[src/rtl/uart_tx_sched_if.sv]
// uart_tx_sched_if -- request and UART-bus bundle for uart_tx_sched.
//
// Signal groups:
//   requesters : req_valid_i / req_data_i (byte k at [8k+7:8k]) / req_ready_o
//   UART r/w   : uart_r_addr_o, uart_r_enable_o, uart_w_addr_o,
//                uart_w_enable_o, uart_data_o, uart_data_i (registered read data)
//   status     : fifo_count_o, idle_o, irq_o (only with UART_TX_SCHED_IRQ_EN)
//
// Modports:
//   master : the environment side (requesters and the UART). It drives the
//            *_i signals.
//   slave  : the scheduler. It drives the *_o signals.
//
// Optional macro: UART_TX_SCHED_IRQ_EN adds irq_o.
`ifndef UART_TX_SCHED_DEFS
`define UART_TX_SCHED_DEFS
`define MEM_ADDR_BUS 31:0
`define DATA_BUS 31:0
`define UART_TX_ADDR 32'h1000_0000
`define UART_STATUS_ADDR 32'h1000_0004
`endif

interface uart_tx_sched_if #(
  parameter int N_REQ   = 2,
  parameter int FIFO_AW = 3
) ();
  logic [N_REQ-1:0]   req_valid_i;
  logic [N_REQ*8-1:0] req_data_i;
  logic [N_REQ-1:0]   req_ready_o;
  logic [`MEM_ADDR_BUS] uart_r_addr_o;
  logic               uart_r_enable_o;
  logic [`MEM_ADDR_BUS] uart_w_addr_o;
  logic               uart_w_enable_o;
  logic [`DATA_BUS]   uart_data_o;
  logic [`DATA_BUS]   uart_data_i;
  logic [FIFO_AW:0]   fifo_count_o;
  logic               idle_o;
`ifdef UART_TX_SCHED_IRQ_EN
  logic               irq_o;
`endif

  modport master (
    output req_valid_i, req_data_i, uart_data_i,
    input  req_ready_o, uart_r_addr_o, uart_r_enable_o, uart_w_addr_o,
           uart_w_enable_o, uart_data_o, fifo_count_o, idle_o
`ifdef UART_TX_SCHED_IRQ_EN
    , input irq_o
`endif
  );

  modport slave (
    input  req_valid_i, req_data_i, uart_data_i,
    output req_ready_o, uart_r_addr_o, uart_r_enable_o, uart_w_addr_o,
           uart_w_enable_o, uart_data_o, fifo_count_o, idle_o
`ifdef UART_TX_SCHED_IRQ_EN
    , output irq_o
`endif
  );
endinterface

[src/rtl/uart_tx_sched.sv]
// uart_tx_sched -- shares one memory-mapped UART transmitter between N_REQ
// byte producers.
//
// A round-robin arbiter admits at most one byte per cycle into a byte FIFO.
// A sequencer drains the FIFO. It polls the UART status register
// (bit0 = tx_busy) and writes the head byte only when the UART is idle.
//
// Ports:
//   clk    : system clock
//   rst_n  : synchronous active-low reset
//   bus    : uart_tx_sched_if.slave. Carries the requester valid/ready/data,
//            the UART read and write port, fifo_count_o and idle_o.
//
// Optional macro: UART_TX_SCHED_IRQ_EN adds irq_o. irq_o is a one-cycle pulse
// after the SETTLE cycle that hands the last queued byte to the UART.
`ifndef UART_TX_SCHED_DEFS
`define UART_TX_SCHED_DEFS
`define MEM_ADDR_BUS 31:0
`define DATA_BUS 31:0
`define UART_TX_ADDR 32'h1000_0000
`define UART_STATUS_ADDR 32'h1000_0004
`endif

module uart_tx_sched #(
  parameter int N_REQ      = 2,
  parameter int FIFO_DEPTH = 8,
  parameter int FIFO_AW    = 3
) (
  input  logic            clk,
  input  logic            rst_n,
  uart_tx_sched_if.slave  bus
);
  localparam int RR_W = (N_REQ > 1) ? $clog2(N_REQ) : 1;

  localparam logic [2:0] S_IDLE   = 3'd0;
  localparam logic [2:0] S_POLL   = 3'd1;
  localparam logic [2:0] S_CHECK  = 3'd2;
  localparam logic [2:0] S_WRITE  = 3'd3;
  localparam logic [2:0] S_SETTLE = 3'd4;

  logic [2:0]          r_state;
  logic [RR_W-1:0]     r_rr;
  logic [FIFO_AW-1:0]  r_wr_ptr, r_rd_ptr;
  logic [FIFO_AW:0]    r_count;
  logic [7:0]          r_mem [FIFO_DEPTH];

  logic [2*N_REQ-1:0]  w_dbl;
  logic [N_REQ-1:0]    w_rot, w_onehot, w_rdy;
  logic [RR_W:0]       w_sum;
  logic [RR_W-1:0]     w_gidx, w_rr_nxt;
  logic                w_gnt_any, w_full, w_push, w_pop;
  logic [7:0]          w_push_byte;
  logic                w_unused;

  // Rotate the valid vector so that bit 0 is the requester at the rr pointer.
  // The first set bit of the rotated vector is the grant.
  assign w_dbl = {bus.req_valid_i, bus.req_valid_i} >> r_rr;
  assign w_rot = w_dbl[N_REQ-1:0];
  assign w_unused = ^{w_dbl[2*N_REQ-1:N_REQ], bus.uart_data_i[31:1]};

  always_comb begin
    w_gnt_any = 1'b0;
    w_gidx    = r_rr;
    w_sum     = '0;
    for (int i = 0; i < N_REQ; i++) begin
      if (!w_gnt_any && w_rot[i]) begin
        w_gnt_any = 1'b1;
        w_sum     = {1'b0, r_rr} + (RR_W+1)'(i);
        if (w_sum >= (RR_W+1)'(N_REQ)) w_sum = w_sum - (RR_W+1)'(N_REQ);
        w_gidx    = w_sum[RR_W-1:0];
      end
    end
  end

  always_comb begin
    w_onehot         = '0;
    w_onehot[w_gidx] = 1'b1;
  end

  always_comb begin
    w_push_byte = '0;
    for (int i = 0; i < N_REQ; i++)
      if (w_gidx == RR_W'(i)) w_push_byte = bus.req_data_i[8*i +: 8];
  end

  // Ready depends only on the registered count. A pop in the same cycle does
  // not open a slot. Ready is gated by reset so nothing is offered while
  // rst_n is low.
  assign w_full   = (r_count == (FIFO_AW+1)'(FIFO_DEPTH));
  assign w_rdy    = (rst_n && w_gnt_any && !w_full) ? w_onehot : '0;
  assign w_push   = rst_n && w_gnt_any && !w_full;
  assign w_pop    = (r_state == S_WRITE);
  assign w_rr_nxt = (w_gidx == RR_W'(N_REQ-1)) ? '0 : w_gidx + 1'b1;

  always_ff @(posedge clk) begin
    if (!rst_n) begin
      r_rr     <= '0;
      r_wr_ptr <= '0;
      r_rd_ptr <= '0;
      r_count  <= '0;
    end else begin
      if (w_push) begin
        r_rr     <= w_rr_nxt;
        r_wr_ptr <= r_wr_ptr + 1'b1;
      end
      if (w_pop) r_rd_ptr <= r_rd_ptr + 1'b1;
      case ({w_push, w_pop})
        2'b10:   r_count <= r_count + 1'b1;
        2'b01:   r_count <= r_count - 1'b1;
        default: r_count <= r_count;
      endcase
    end
  end

  // The byte storage needs no reset. Its contents are meaningless once the
  // pointers are cleared.
  always_ff @(posedge clk) begin
    if (w_push) r_mem[r_wr_ptr] <= w_push_byte;
  end

  // WRITE is reachable only through IDLE with count != 0. Only WRITE pops, so
  // the FIFO always holds at least one byte when a write is issued.
  always_ff @(posedge clk) begin
    if (!rst_n) r_state <= S_IDLE;
    else begin
      case (r_state)
        S_IDLE:   if (r_count != '0) r_state <= S_POLL;
        S_POLL:   r_state <= S_CHECK;
        S_CHECK:  r_state <= bus.uart_data_i[0] ? S_POLL : S_WRITE;
        S_WRITE:  r_state <= S_SETTLE;
        S_SETTLE: r_state <= S_IDLE;
        default:  r_state <= S_IDLE;
      endcase
    end
  end

  assign bus.req_ready_o     = w_rdy;
  assign bus.uart_r_enable_o = (r_state == S_POLL);
  assign bus.uart_r_addr_o   = (r_state == S_POLL) ? `UART_STATUS_ADDR : '0;
  assign bus.uart_w_enable_o = (r_state == S_WRITE);
  assign bus.uart_w_addr_o   = (r_state == S_WRITE) ? `UART_TX_ADDR : '0;
  assign bus.uart_data_o     = (r_state == S_WRITE) ? {24'b0, r_mem[r_rd_ptr]} : '0;
  assign bus.fifo_count_o    = r_count;
  assign bus.idle_o          = (r_state == S_IDLE) && (r_count == '0);

`ifdef UART_TX_SCHED_IRQ_EN
  // In SETTLE the count already reflects the pop done in WRITE. A zero count
  // with no incoming push means the UART received the last queued byte.
  logic r_irq;
  always_ff @(posedge clk) begin
    if (!rst_n) r_irq <= 1'b0;
    else        r_irq <= (r_state == S_SETTLE) && (r_count == '0) && !w_push;
  end
  assign bus.irq_o = r_irq;
`endif
endmodule
[src/flat_wrapper.sv]
// flat-port wrapper written by rule: the top's interface ports become plain ports
module uart_tx_sched_flat 
#(
  parameter int N_REQ      = 2,
  parameter int FIFO_DEPTH = 8,
  parameter int FIFO_AW    = 3
)
  (clk, rst_n, bus_req_valid_i, bus_req_data_i, bus_uart_data_i, bus_req_ready_o, bus_uart_r_addr_o, bus_uart_r_enable_o, bus_uart_w_addr_o, bus_uart_w_enable_o, bus_uart_data_o, bus_fifo_count_o, bus_idle_o);
  uart_tx_sched_if #(.N_REQ(N_REQ), .FIFO_AW(FIFO_AW)) bus_i ();
  input  logic clk;
  input  logic rst_n;
  input wire logic [$bits(bus_i.req_valid_i)-1:0] bus_req_valid_i;
  input wire logic [$bits(bus_i.req_data_i)-1:0] bus_req_data_i;
  input wire logic [$bits(bus_i.uart_data_i)-1:0] bus_uart_data_i;
  output wire logic [$bits(bus_i.req_ready_o)-1:0] bus_req_ready_o;
  output wire logic [$bits(bus_i.uart_r_addr_o)-1:0] bus_uart_r_addr_o;
  output wire logic [$bits(bus_i.uart_r_enable_o)-1:0] bus_uart_r_enable_o;
  output wire logic [$bits(bus_i.uart_w_addr_o)-1:0] bus_uart_w_addr_o;
  output wire logic [$bits(bus_i.uart_w_enable_o)-1:0] bus_uart_w_enable_o;
  output wire logic [$bits(bus_i.uart_data_o)-1:0] bus_uart_data_o;
  output wire logic [$bits(bus_i.fifo_count_o)-1:0] bus_fifo_count_o;
  output wire logic [$bits(bus_i.idle_o)-1:0] bus_idle_o;
  assign bus_i.req_valid_i = bus_req_valid_i;
  assign bus_i.req_data_i = bus_req_data_i;
  assign bus_i.uart_data_i = bus_uart_data_i;
  assign bus_req_ready_o = bus_i.req_ready_o;
  assign bus_uart_r_addr_o = bus_i.uart_r_addr_o;
  assign bus_uart_r_enable_o = bus_i.uart_r_enable_o;
  assign bus_uart_w_addr_o = bus_i.uart_w_addr_o;
  assign bus_uart_w_enable_o = bus_i.uart_w_enable_o;
  assign bus_uart_data_o = bus_i.uart_data_o;
  assign bus_fifo_count_o = bus_i.fifo_count_o;
  assign bus_idle_o = bus_i.idle_o;
  uart_tx_sched #(.N_REQ(N_REQ), .FIFO_DEPTH(FIFO_DEPTH), .FIFO_AW(FIFO_AW)) u_core (.clk(clk), .rst_n(rst_n), .bus(bus_i));
endmodule
[config.mk]
export PLATFORM = sky130hd
export DESIGN_NAME = uart_tx_sched_flat
export DESIGN_NICKNAME = d
export VERILOG_FILES = /design/src/rtl/uart_tx_sched_if.sv /design/src/rtl/uart_tx_sched.sv /design/src/flat_wrapper.sv
export SDC_FILE = /design/constraint.sdc
export NUM_CORES = 1
export LEC_CHECK = 0
export CELL_PAD_IN_SITES_DETAIL_PLACEMENT = 1
export CELL_PAD_IN_SITES_GLOBAL_PLACEMENT = 1
export CORE_ASPECT_RATIO = 1.5
export CORE_UTILIZATION = 30
export CTS_CLUSTER_SIZE = 8
export DETAILED_ROUTE_END_ITERATION = 8
export PLACE_DENSITY = 0.79
export SLEW_MARGIN = 20
export SYNTH_ARGS = -nofsm -noshare
export SYNTH_HDL_FRONTEND = slang
export SYNTH_SLANG_ARGS = --single-unit
[constraint.sdc]
create_clock -name clk -period 2.7 [get_ports clk]
set_input_delay 0.54 -clock clk [delete_from_list [all_inputs] [get_ports clk]]
set_output_delay 0.54 -clock clk [all_outputs]
set_load 0.01 [all_outputs]
# Yosys cells after proc, flatten, opt, wreduce, memory -nomap -nowiden
# Memory sizes are Yosys's and may differ from the RTL's. A register that Yosys moved wholly into a read port is not among the register bits.
# Cells that the tools add are included.
[totals]
regBits = 14
n_memories = 1
inputBits = 52
ram_bits = 64
elab_cells = 59
[classes]
add_sub_neg = 8
muxes = 22
shift = 1
n_reduce_logical = 11
n_eq_ne = 7
order_cmp = 4
[mem_list]
columns = ["memory", "depth", "word_bits", "read_ports", "rd_ports_with_merged_regs", "write_ports", "line_no", "source"]
rows = [
  ["u_core.r_mem", 8, 8, 1, 1, 1, "uart_tx_sched.sv:45", "logic [7:0] r_mem [FIFO_DEPTH];"],
]
[op_table]
columns = ["operator", "count"]
rows = [
  ["29-bit two-way mux", 2],
  ["8-bit two-way mux", 2],
  ["3-bit one-hot mux with 4 select lines", 1],
  ["1-bit two-way mux", 10],
  ["3-bit two-way mux", 3],
  ["4-bit one-hot mux with 2 select lines", 1],
  ["3-bit by 1-bit adder with 3-bit output (second input constant)", 2],
  ["3-bit by 2-bit equality test with 1-bit output (second input constant)", 2],
  ["1-bit logical AND", 5],
  ["4-bit by 1-bit adder with 4-bit output (second input constant)", 1],
  ["4-bit equality test (second input constant)", 1],
  ["4-bit logical NOT", 1],
  ["2-bit two-way mux", 2],
  ["4-bit nonzero test", 1],
  ["4-bit by 1-bit >> shifter with 2-bit output", 1],
  ["4-bit by 1-bit subtractor with 4-bit output (second input constant)", 1],
  ["3-bit by 1-bit equality test with 1-bit output (second input constant)", 1],
  ["3-bit logical NOT", 1],
  ["1-bit by 1-bit adder with 2-bit output (second input constant)", 1],
  ["2-bit by 1-bit equality test with 1-bit output (second input constant)", 1],
  ["2-bit equality test (second input constant)", 1],
  ["1-bit by 2-bit >= comparator with 1-bit output (second input constant)", 1],
  ["2-bit >= comparator (second input constant)", 1],
  ["1-bit logical NOT", 2],
  ["7 further kinds", 8],
]

# Logic depth before layout (Yosys ltp)
[logic_depth]
ltp_word = 10
depth_mapped = 10
depth_no_buf = 10

# Worst setup path before layout
# Ideal clock, no wire load.
[synth_timing]
kind = "in2reg"
start = "input port bus_req_valid_i[0]"
end = "register u_core.r_count[2], in the netlist u_core.bus.fifo_count_o[2]"
required_ns = 2.628
path_slack_ns = 0.415
setup_time_ns = 0.072
cell_stages = 10
arrival_ns = 2.212
n_path_buf = 0
path_cell_list = "o21ai_0 > a21oi_2 > inv_1 > ha_1 > xor2_1 > ha_1 > a21oi_1 > xor2_1 > or3_1 > a21oi_1"
[synth_via]
elab_chain_cells = 9
word_cells_on_any_way = 11
cone_classes = "2 x eq/ne; 1 x shift; 3 x mux; 5 x reduce/logical"
[synth_lines]
columns = ["element", "line_no", "source"]
rows = [
  ["start, declared", "flat_wrapper.sv:12", "input wire logic [$bits(bus_i.req_valid_i)-1:0] bus_req_valid_i;"],
  ["4-bit by 1-bit >> shifter with 2-bit output *", "uart_tx_sched.sv:57", "assign w_dbl = {bus.req_valid_i, bus.req_valid_i} >> r_rr;"],
  ["1-bit two-way mux", "uart_tx_sched.sv:66", "if (!w_gnt_any && w_rot[i]) begin"],
  ["1-bit logical NOT", "uart_tx_sched.sv:66", ""],
  ["1-bit logical AND", "uart_tx_sched.sv:66", ""],
  ["1-bit two-way mux *", "uart_tx_sched.sv:66", ""],
  ["1-bit logical AND * (2 in series)", "uart_tx_sched.sv:91", "assign w_push = rst_n && w_gnt_any && !w_full;"],
  ["2-bit by 1-bit equality test with 1-bit output or 2-bit equality test (tied branches)", "uart_tx_sched.sv:107", "case ({w_push, w_pop})"],
  ["4-bit one-hot mux with 2 select lines or 2-bit nonzero test (tied branches)", "--", ""],
  ["end signal, assigned", "uart_tx_sched.sv:108", "2'b10: r_count <= r_count + 1'b1;"],
  ["end signal, assigned", "uart_tx_sched.sv:109", "2'b01: r_count <= r_count - 1'b1;"],
  ["end signal, assigned", "uart_tx_sched.sv:110", "default: r_count <= r_count;"],
  ["end, declared", "uart_tx_sched.sv:44", "logic [FIFO_AW:0] r_count;"],
]
# Every way passes the cells marked *; elsewhere a longest branch is shown, timed or not.
# A chain may end at the register's enable or synchronous reset.

==> results.cfg <==
[timing]
worst_clock_skew_ns = 0.003978
worst-slew-pin-transition_ns = 0.5768
finalSetupViolations = 0
max_clock_freq_mhz = 382.6
setup_total_negative_slack_ns = 0
min_period_ns = 2.614
hold_viol = 0
min_period_over_period = 0.9680
relSlewSlack = 0.6149
maxSlewViolCount = 0

[die]
floorplan.die_area_um2 = 13970
io_pins = 157
fp-row-count = 51
chipHeight_um = 144.3
floorplan.initialDensity = 0.3094
die_w_um = 96.84
placeableCoreArea_um2 = 13080

[synth]
syn-cell-area_um2 = 4048
syn_inst = 297
synth_sequential_area_ratio = 0.5589
synthTopCellsByArea = sky130_fd_sc_hd__edfxtp_1 47%, sky130_fd_sc_hd__buf_4 17%, sky130_fd_sc_hd__dfxtp_1 8.4%
dominantRegCellSynth = sky130_fd_sc_hd__edfxtp_1
synth_edf_count = 64
async_flop_share = 0
synthDominantCellAreaShare = 0.4748
yosys_register_bits = 81
synthesis.area_per_instance_um2 = 13.63
synth.largest_area_cell = sky130_fd_sc_hd__edfxtp_1
warning_count_from_the_yosys_run = 0
synth_cell_types = 36

[power]
share_clk_of_total_power = 0.420
switching_share = 0.2257
power_leakage_nw = 1.920
internal_power_mw = 2.403
power.ir.vdd_worst_mv = 0.4616
pwr-share-comb = 0.116
tot_pwr_mw = 3.103
pwr-share-seq = 0.464
power_density_nw_per_um2 = 641.5
power.net_switching_uw = 700.5

[worst_setup_path]
timing.critical_path.from_type = flip-flop
crit_arrival_ns = 2.07
regToRegStartpoint = u_core.bus.fifo_count_o[0]
critical_path.slowest_cell = sky130_fd_sc_hd__mux4_2
critical-path-max-stage-delay_ns = 0.51
worst_ep_required_time_ns = 2.16
crit_chain = buf_12, mux4_2, mux2i_1, nor2_1, clkdlybuf4s50_1
critical_path_class = reg -> out
rr_endpoint = u_core.bus.fifo_count_o[2]
reg2regPathDepth = 10
cp_max_fo = 15
crit_path_to = bus_uart_data_o[5]
worst_setup_path_end_kind = primary output
ff2ff_setup_slack_ns = 0.30

[routing]
via_count_of_the_routed_design = 2314
wire_length_per_cell_after_detailed_routing_um = 15.18
detail_route.first_pass.iterations = 4
drt-vias-per-instance = 4.325
finalWirelength_um = 8120
drtIter0Drc = 168
dr_drc_count = 0
detail-route-antenna-nets = 0

[clocking]
cts_htree_levels = 3
ctsRootBufferMaster = sky130_fd_sc_hd__clkbuf_16
tritoncts_clock_tree = yes
worst_skew_pair.late_latency_ns = 0.33
max-clock-path-buffers = 2
cts_hold_repair.buffers = 0
worst_setup_hold_path_clk_slew_ns = 0.06
number_of_buffers_created_by_cts = 9
cts.sink_count = 81

[global_route]
grt_max_degree = 17
globalRouteOverflowTotal = 0
grt_antenna_before_repair = 0
grt_pass1_wl_um = 12740
grt.total_usage = 0.1224
first_global_vias = 2401

[place]
placed_cells = 510
post-dp-hpwl_um = 5884
finalWeightedCongestion = 0.7183
port_buffers = 40
dpl-instance-area_um2 = 4442

[finish]
post-route-cell-area_um2 = 4837
finish.cell_count_without_fillers = 535
layout-drive-gt1-share = 0.1835
final_core_utilization = 0.3698
syn2layout_area_growth_pct = 19.51
n_antenna_cell = 0
total_nets_final = 428

[outcome]
status = finished, final reports clean

[run]
number_of_maximum_capacitance_constraint_violations = 0

[worst_hold_path]
worst_hold_path_type = reg -> reg
## critical path, delay by kind of cell, from the launching register on
kind | cells | cell delay, ns
DFF | 1 | 0.36
and+or+nand+nor | 1 | 0.05
muxes | 2 | 0.67
buffers and inverters | 2 | 0.66
## worst min path at each step
stage                        from                 end  cells after the start
6_report       u_core.r_rd_ptr[1]  u_core.r_rd_ptr[1]                      2
4_1_cts        u_core.r_rd_ptr[1]  u_core.r_rd_ptr[1]                      2
3_5_place_dp   u_core.r_rd_ptr[1]  u_core.r_rd_ptr[1]                      2
2_1_floorplan   u_core.r_state[0]   u_core.r_state[0]                      1
5_1_grt        u_core.r_rd_ptr[1]  u_core.r_rd_ptr[1]                      2
3_3_place_gp          u_core.r_rr         u_core.r_rr                      2
## sequential cells by signal (all words and copies together), names as in the netlist, named ones only
register	count
u_core.r_mem	64
u_core.r_rr	1
u_core.r_state	3
u_core.r_rd_ptr	3
u_core.r_wr_ptr	3
u_core.bus.fifo_count_o	4
## layout by cell type, fill, tap and decap left out, types with 3 or more instances in the layout
| cell | instances |
|---|---|
| sky130_fd_sc_hd__a21oi_1 | 6 |
| sky130_fd_sc_hd__buf_4 | 32 |
| sky130_fd_sc_hd__clkbuf_16 | 9 |
| sky130_fd_sc_hd__clkdlybuf4s50_1 | 31 |
| sky130_fd_sc_hd__conb_1 | 85 |
| sky130_fd_sc_hd__dfxtp_1 | 17 |
| sky130_fd_sc_hd__dlygate4sd2_1 | 6 |
| sky130_fd_sc_hd__dlymetal6s2s_1 | 3 |
| sky130_fd_sc_hd__edfxtp_1 | 64 |
| sky130_fd_sc_hd__ha_1 | 5 |
| sky130_fd_sc_hd__mux2_2 | 8 |
| sky130_fd_sc_hd__mux2i_1 | 11 |
| sky130_fd_sc_hd__mux4_1 | 6 |
| sky130_fd_sc_hd__mux4_2 | 10 |
| sky130_fd_sc_hd__nand2_1 | 14 |
| sky130_fd_sc_hd__nand2b_1 | 5 |
| sky130_fd_sc_hd__nor2_1 | 22 |
| sky130_fd_sc_hd__nor2b_1 | 3 |
| sky130_fd_sc_hd__nor3_1 | 6 |
| sky130_fd_sc_hd__xor2_1 | 4 |
## synth_stat cells, types with 3 or more instances
cell type,n
sky130_fd_sc_hd__mux2_2,8
sky130_fd_sc_hd__nor3_1,6
sky130_fd_sc_hd__dfxtp_1,17
sky130_fd_sc_hd__edfxtp_1,64
sky130_fd_sc_hd__a21oi_1,6
sky130_fd_sc_hd__buf_4,89
sky130_fd_sc_hd__mux4_1,6
sky130_fd_sc_hd__ha_1,5
sky130_fd_sc_hd__xor2_1,4
sky130_fd_sc_hd__nand2b_1,5
sky130_fd_sc_hd__nand2_1,14
sky130_fd_sc_hd__mux2i_1,11
sky130_fd_sc_hd__nor2b_1,3
sky130_fd_sc_hd__mux4_2,10
sky130_fd_sc_hd__nor2_1,22
## stage by stage
stage | hold slack (ns) | setup WS [ns]
2_1_floorplan | 0.4503 | 0.4153
3_3_place_gp | 0.4687 | 0.008633
3_5_place_dp | 0.4940 | -0.09224
4_1_cts | 0.5016 | 0.006462
5_1_grt | 0.5263 | -0.004201
6_report | 0.4998 | 0.08641
## routing by layer
layer	vias to the layer above	routed length [µm]	global-route usage
met5	-	0	0
met4	0	244	0.06756
met3	17	454	0.02272
met2	134	4461	0.2398
met1	1119	2958	0.1202
li1	1044	-	-
## timing repair
item	CTS	global route
gates cloned	0	0
buffers inserted	2	7
pin swaps	0	0
gates resized for setup	6	3
setup endpoints to repair	7	4
endpoints found under the hold margin	0	0
## layout make-up
type,count,area [µm²]
Fill cell,1408,8244
Sequential cell,81,2262
Multi-Input combinational cell,203,1376
Timing Repair Buffer,73,660.6
Clock buffer,10,239.0
Tap cell,159,198.9
Clock inverter,6,88.84
Inverter,3,11.26
## cells by family (layout without fill, tap and decap cells)
| logic type | Yosys count | count (layout) | synth area share |
|---|---|---|---|
| buffers and inverters | 97 | 92 | 0.1790 |
| DFF | 81 | 81 | 0.5589 |
| and+or+nand+nor | 59 | 59 | 0.06893 |
| muxes | 35 | 35 | 0.1441 |
| AOI/OAI and AO/OA | 13 | 13 | 0.01979 |
| xor gates and xnor gates | 6 | 6 | 0.01298 |
| adders and majority gates | 5 | 5 | 0.01546 |
| other | 1 | 85 | 0.0009265 |
## power by group through the flow
stage	logic, mW	clock network, mW	registers, mW
2_1_floorplan	0.302	0	1.46
3_3_place_gp	0.341	0	1.46
3_5_place_dp	0.355	0	1.46
4_1_cts	0.358	1.33	1.44
5_1_grt	0.396	1.37	1.44
6_report	0.360	1.30	1.44
Note: power is estimated with default switching activity, not from simulation.
==> RTL change 1 (config.mk and constraints unchanged) <==
`FIFO_DEPTH` is set to 8 in 2 places; all go to 16.
--- a/src/rtl/uart_tx_sched.sv
+++ b/src/rtl/uart_tx_sched.sv
@@ -23,7 +23,7 @@
 
 module uart_tx_sched #(
   parameter int N_REQ      = 2,
-  parameter int FIFO_DEPTH = 8,
+  parameter int FIFO_DEPTH = 16,
   parameter int FIFO_AW    = 3
 ) (
   input  logic            clk,
--- a/src/flat_wrapper.sv
+++ b/src/flat_wrapper.sv
@@ -2,7 +2,7 @@
 module uart_tx_sched_flat 
 #(
   parameter int N_REQ      = 2,
-  parameter int FIFO_DEPTH = 8,
+  parameter int FIFO_DEPTH = 16,
   parameter int FIFO_AW    = 3
 )
   (clk, rst_n, bus_req_valid_i, bus_req_data_i, bus_uart_data_i, bus_req_ready_o, bus_uart_r_addr_o, bus_uart_r_enable_o, bus_uart_w_addr_o, bus_uart_w_enable_o, bus_uart_data_o, bus_fifo_count_o, bus_idle_o);
Check against the original RTL: not equivalent (Yosys sat finds a counterexample within 4 cycles, from zero or initial values and one cycle with rst_n low).
==> RTL change 1 against the unedited design <==
- cell area decreased by 1.4%
- setup slack better by 0.0086 ns
- area after synthesis rose by 0.31%
- die area up 0.30%
- sequential cell count is the same
- wire length rose by 3.2%
- critical endpoint is now u_core.bus.fifo_count_o[2]$_SDFFE_PN0P_
Power is not compared: it rests on default switching activity, and its combinational part moved more than twofold at a synthesized area within 25%.
==> RTL change 1: results (changes against the unedited design) <==
stage	metric	value	unit	change
global_route	largest net degree at the start of global routing	13		was 17
global_route	GR Layer Usage met3	3.24	%	was 2.27%
cells_and_area	layout cell share with drive strength beyond 1	18.0	%	was 18.4%
cts	post-CTS setup buffer count	1		was 2
worst_setup_path	CP max stage delay	0.63	ns	was 0.51 ns
min_path	WHS Endpoint	u_core.bus.fifo_count_o[3]$_SDFFE_PN0P_		was u_core.r_rd_ptr[1]$_SDFFE_PN0N_
worst_setup_path	crit path max fanout	8		was 15
logic_synthesis	Mean Syn Cell Area	13.6	um2	about the same
detailed_routing	metal3 WL	455	um	was 454 um
detailed_routing	Via density	4.34		was 4.33
placed_design	GPL Wtd Cong	0.684		was 0.718
global_route	first-pass GRT wire length	12700	um	about the same
cells_and_area	nets@finish	413		was 428
logic_synthesis	mux contribution to synthesized area	13.8	%	was 14.4%
cells_and_area	Post-Layout Cell Count	520		was 535
logic_synthesis	Adder-Cell Fraction of Synth Area	1.54	%	was 1.55%
worst_setup_path	Worst Path Arrival	2.86	ns	was 2.07 ns
logic_synthesis	Compound-Gate Fraction of Synth Area	2.77	%	was 1.98%
detailed_routing	final wirelength	8380	um	was 8120 um
outcome	outcome	finished, final reports clean		unchanged
placed_design	Post-DP Area	0.00441	mm2	was 0.00444 mm2
placed_design	DP Worst Slack	0.0169	ns	was -0.0922 ns
logic_synthesis	Yosys Warn Count	0		unchanged
logic_synthesis	asr flop ratio synth	0	%	unchanged
sta	slew margin rel.	33.7	%	was 61.5%
cells_and_area	FILL cells	1415		was 1408
pwr	switch share	20.1	%	
worst_setup_path	cell family with most CP delay	simple AND/OR/NAND/NOR gates		was multiplexers
min_path	hold_sp	u_core.bus.fifo_count_o[3]$_SDFFE_PN0P_		was u_core.r_rd_ptr[1]$_SDFFE_PN0N_
logic_synthesis	synth cell count leaders	89 x buf_4, 64 x edfxtp_1, 18 x nor2_1, 17 x dfxtp_1, 16 x mux4_2		was 89 x buf_4, 64 x edfxtp_1, 22 x nor2_1, 17 x dfxtp_1, 14 x nand2_1
logic_synthesis	Synth area leaders	edfxtp_1 47%, buf_4 16%, mux4_2 8.9%, dfxtp_1 8.4%, mux2i_1 2.7%		was edfxtp_1 47%, buf_4 17%, dfxtp_1 8.4%, mux4_2 5.6%, mux4_1 3.9%
global_route	GR Util met2	23.5	%	was 24.0%
global_route	All-Layer GR Usage	12.5	%	was 12.2%
logic_synthesis	XOR/XNOR Fraction of Synth Area	1.51	%	was 1.30%
placed_design	placed cell count	501		was 510
detailed_routing	DRT iter0 DRCs	67		was 168
worst_setup_path	Slowest cell on crit path	or4_4		was mux4_2
global_route	vias in the first global route	2303		was 2401
worst_setup_path	Reg2Reg Depth	9		was 10
sta	Clock Skew	0.00527	ns	was 0.00398 ns
placed_design	dpl hpwl	5830	um	was 5880 um
logic_synthesis	register area share after synthesis	55.7	%	was 55.9%
[RTL change 1: cell count changes after synthesis, sizes merged, moves of 4 or more]
cell / delta
a21oi: -4
and2: +6
nand2: -6
nor2: -4
[RTL change 1: worst max path at each step]
stage | slack, ns | cells after the start | end
3_3_place_gp | 0.15 | 6 | bus_req_ready_o[1]
3_5_place_dp | 0.02 | 4 | u_core.r_mem[5][2]$_DFFE_PP_
6_report | 0.1 | 9 | u_core.bus.fifo_count_o[2]$_SDFFE_PN0P_
2_1_floorplan | 0.26 | 10 | u_core.bus.fifo_count_o[2]$_SDFFE_PN0P_
4_1_cts | 0.009 | 3 | bus_idle_o
5_1_grt | -0.05 | 9 | u_core.bus.fifo_count_o[2]$_SDFFE_PN0P_
[RTL change 1: final cells by class]
class	count	area, um2	share of cell area, %
inverters	2	7.51	0.157
well taps	159	199	4.17
clock buffers	15	299	6.27
repair buffers	61	599	12.6
multi-input cells	201	1400	29.3
clock inverters	1	5.00	0.105
flip-flops and latches	81	2260	47.5
==> RTL change 2 (same settings) <==
Without the edit above. Compare `r_count` against `(FIFO_AW+1)'(FIFO_DEPTH)` with >= in place of ==.
--- a/src/rtl/uart_tx_sched.sv
+++ b/src/rtl/uart_tx_sched.sv
@@ -86,7 +86,7 @@
   // Ready depends only on the registered count. A pop in the same cycle does
   // not open a slot. Ready is gated by reset so nothing is offered while
   // rst_n is low.
-  assign w_full   = (r_count == (FIFO_AW+1)'(FIFO_DEPTH));
+  assign w_full   = (r_count >= (FIFO_AW+1)'(FIFO_DEPTH));
   assign w_rdy    = (rst_n && w_gnt_any && !w_full) ? w_onehot : '0;
   assign w_push   = rst_n && w_gnt_any && !w_full;
   assign w_pop    = (r_state == S_WRITE);
Check against the original RTL: no difference found for any inputs over 10 cycles, from zero or initial values and one cycle with rst_n low; that may be too few to reach the edited logic, so the function may still have changed.
==> RTL change 2 against the unedited design <==
- critical path depth stayed put
- wire length is 2.2% lower
- hold slack better by 0.0038 ns
- critical path type unchanged
- area after synthesis is 0.40% lower
- power is 1.4% higher
- critical endpoint is now bus_uart_data_o[2]
- sequential share of layout area is 0.23 points higher
- sequential cell count stayed put
- cell area is 0.49% lower
- setup slack worse by 0.0063 ns
- via count is 1.9% lower
- final cell count is 2.2% lower
- fmax is 0.24% lower
- synthesized cell count is 2.0% lower
==> RTL change 2: results (changes against the unedited design) <==
stage	metric	value	unit	change
global_route	vias in the first global route	2298		was 2401
outcome	outcome	finished, final reports clean		unchanged
worst_setup_path	Reg2Reg Depth	9		was 10
logic_synthesis	Adder-Cell Fraction of Synth Area	1.83	%	was 1.55%
placed_design	dpl hpwl	5450	um	was 5880 um
global_route	All-Layer GR Usage	11.5	%	was 12.2%
logic_synthesis	mux contribution to synthesized area	14.2	%	was 14.4%
cells_and_area	nets@finish	416		was 428
detailed_routing	Via density	4.34		was 4.33
detailed_routing	DRT iter0 DRCs	89		was 168
cells_and_area	layout cell share with drive strength beyond 1	18.1	%	was 18.4%
detailed_routing	final wirelength	7940	um	was 8120 um
global_route	first-pass GRT wire length	12100	um	was 12700 um
worst_setup_path	crit path max fanout	14		was 15
min_path	WHS Endpoint	u_core.bus.fifo_count_o[3]$_SDFFE_PN0P_		was u_core.r_rd_ptr[1]$_SDFFE_PN0N_
logic_synthesis	XOR/XNOR Fraction of Synth Area	1.52	%	was 1.30%
global_route	largest net degree at the start of global routing	17		unchanged
logic_synthesis	Yosys cell types	38		was 36
global_route	GR Layer Usage met3	2.37	%	was 2.27%
cts	H-tree levels	3		unchanged
global_route	GR Util met2	23.6	%	was 24.0%
detailed_routing	DR WL met2	4440	um	was 4460 um
global_route	global-route met1 utilization	10.6	%	was 12.0%
logic_synthesis	Synth area leaders	edfxtp_1 48%, buf_4 17%, dfxtp_1 8.4%, mux4_2 5.6%, mux4_1 3.9%		was edfxtp_1 47%, buf_4 17%, dfxtp_1 8.4%, mux4_2 5.6%, mux4_1 3.9%
worst_setup_path	Worst R2R Setup Slack	0.53	ns	was 0.30 ns
detailed_routing	metal3 WL	495	um	was 454 um
min_path	hold_sp	u_core.bus.fifo_count_o[3]$_SDFFE_PN0P_		was u_core.r_rd_ptr[1]$_SDFFE_PN0N_
placed_design	GPL Wtd Cong	0.680		was 0.718
pwr	maximum vdd drop	0.000389	V	was 0.000462 V
logic_synthesis	register area share after synthesis	56.1	%	was 55.9%
logic_synthesis	Compound-Gate Fraction of Synth Area	2.48	%	was 1.98%
worst_setup_path	reg2reg start	u_core.r_state[2]$_SDFFE_PN0N_		was u_core.bus.fifo_count_o[0]$_SDFFE_PN0P_
sta	measured slew at the worst slew-check pin	0.590	ns	was 0.577 ns
==> RTL change 2: changes by cell type after synthesis, sizes merged, moves of 2 or more <==
| cell | unedited run | this run |
|---|---|---|
| xor2 | 4 | 6 |
| inv | 2 | 6 |
| nor2b | 3 | 1 |
| nor3b | 0 | 2 |
| nand2 | 14 | 6 |
| a21oi | 7 | 4 |
| nand2b | 5 | 3 |
| o211ai | 0 | 2 |
==> RTL change 2: cells by family (layout without fill, tap and decap cells) <==
| group | after synthesis | count (layout) |
|---|---|---|
| buf+inv | 101 | 90 |
| xor+xnor | 7 | 7 |
| mux | 34 | 34 |
| simple gates | 46 | 46 |
| other cells | 1 | 85 |
| flops | 81 | 81 |
| compound gates | 15 | 15 |
| fa+ha+maj | 6 | 6 |
==> RTL change 2: stage by stage <==
| stage | worst slack (ns) | hold slack (ns) | utilization (%) | power (W) | instance area [um2] |
|---|---|---|---|---|---|
| final | 0.0801 | 0.504 | 37.0 | 0.00315 | 4810 |
| after global routing | 0.0124 | 0.539 | 37.0 | 0.00323 | 4810 |
| after detailed placement | -0.00911 | 0.486 | 33.6 | 0.00179 | 4370 |
| after global placement | 0.0251 | 0.472 | 33.6 | 0.00178 | 4370 |
| after floorplan | 0.533 | 0.454 | - | 0.00175 | 4350 |
| after CTS | 0.0102 | 0.502 | 36.6 | 0.00316 | 4760 |
==> RTL change 2: what timing repair did <==
item / CTS / global route
pin swaps: 0 / 0
endpoints found under the hold margin: 0 / 0
buffers inserted: 5 / 6
resized for setup: 9 / 4
hold buffers: 0 / 0
endpoints found under the setup margin: 7 / 5
==> RTL change 2: final cells by class <==
cell class	count	area [um2]
fill	1379	8200
sequential	81	2260
multi-input combinational	193	1350
timing repair buffer	68	638
clock buffer	9	225
tap	159	199
clock inverter	7	116
inverter	6	22.5
==> RTL change 2: worst max-delay path: stages (launching register included) <==
cell and delay, ns:
dfxtp_1 0.36, buf_12 0.16, mux4_1 0.56, mux2i_1 0.15
nor2_1 0.06, clkdlybuf4s50_1 0.48
==> RTL change 2: how the worst max path moves through the flow <==
stage | depth (start not counted) | from | slack (ns) | endpoint
finish | 5 | flip-flop | 0.08 | bus_uart_data_o[2]
CTS | 5 | bus_req_valid_i[0] | 0.01 | bus_req_ready_o[1]
global route | 6 | flip-flop | 0.01 | bus_uart_data_o[3]
detailed placement | 5 | rst_n | -0.009 | bus_req_ready_o[0]
global placement | 5 | rst_n | 0.03 | bus_req_ready_o[0]
floorplan | 9 | rst_n | 0.53 | u_core.bus.fifo_count_o[2]$_SDFFE_PN0P_
==> RTL change 2: power breakdown <==
part           total (W)  internal, W  switching [W]
Combinational   0.000337     0.000148       0.000189
Clock            0.00137     0.000902       0.000471
Sequential       0.00144      0.00141      0.0000312
Total            0.00315      0.00246       0.000691
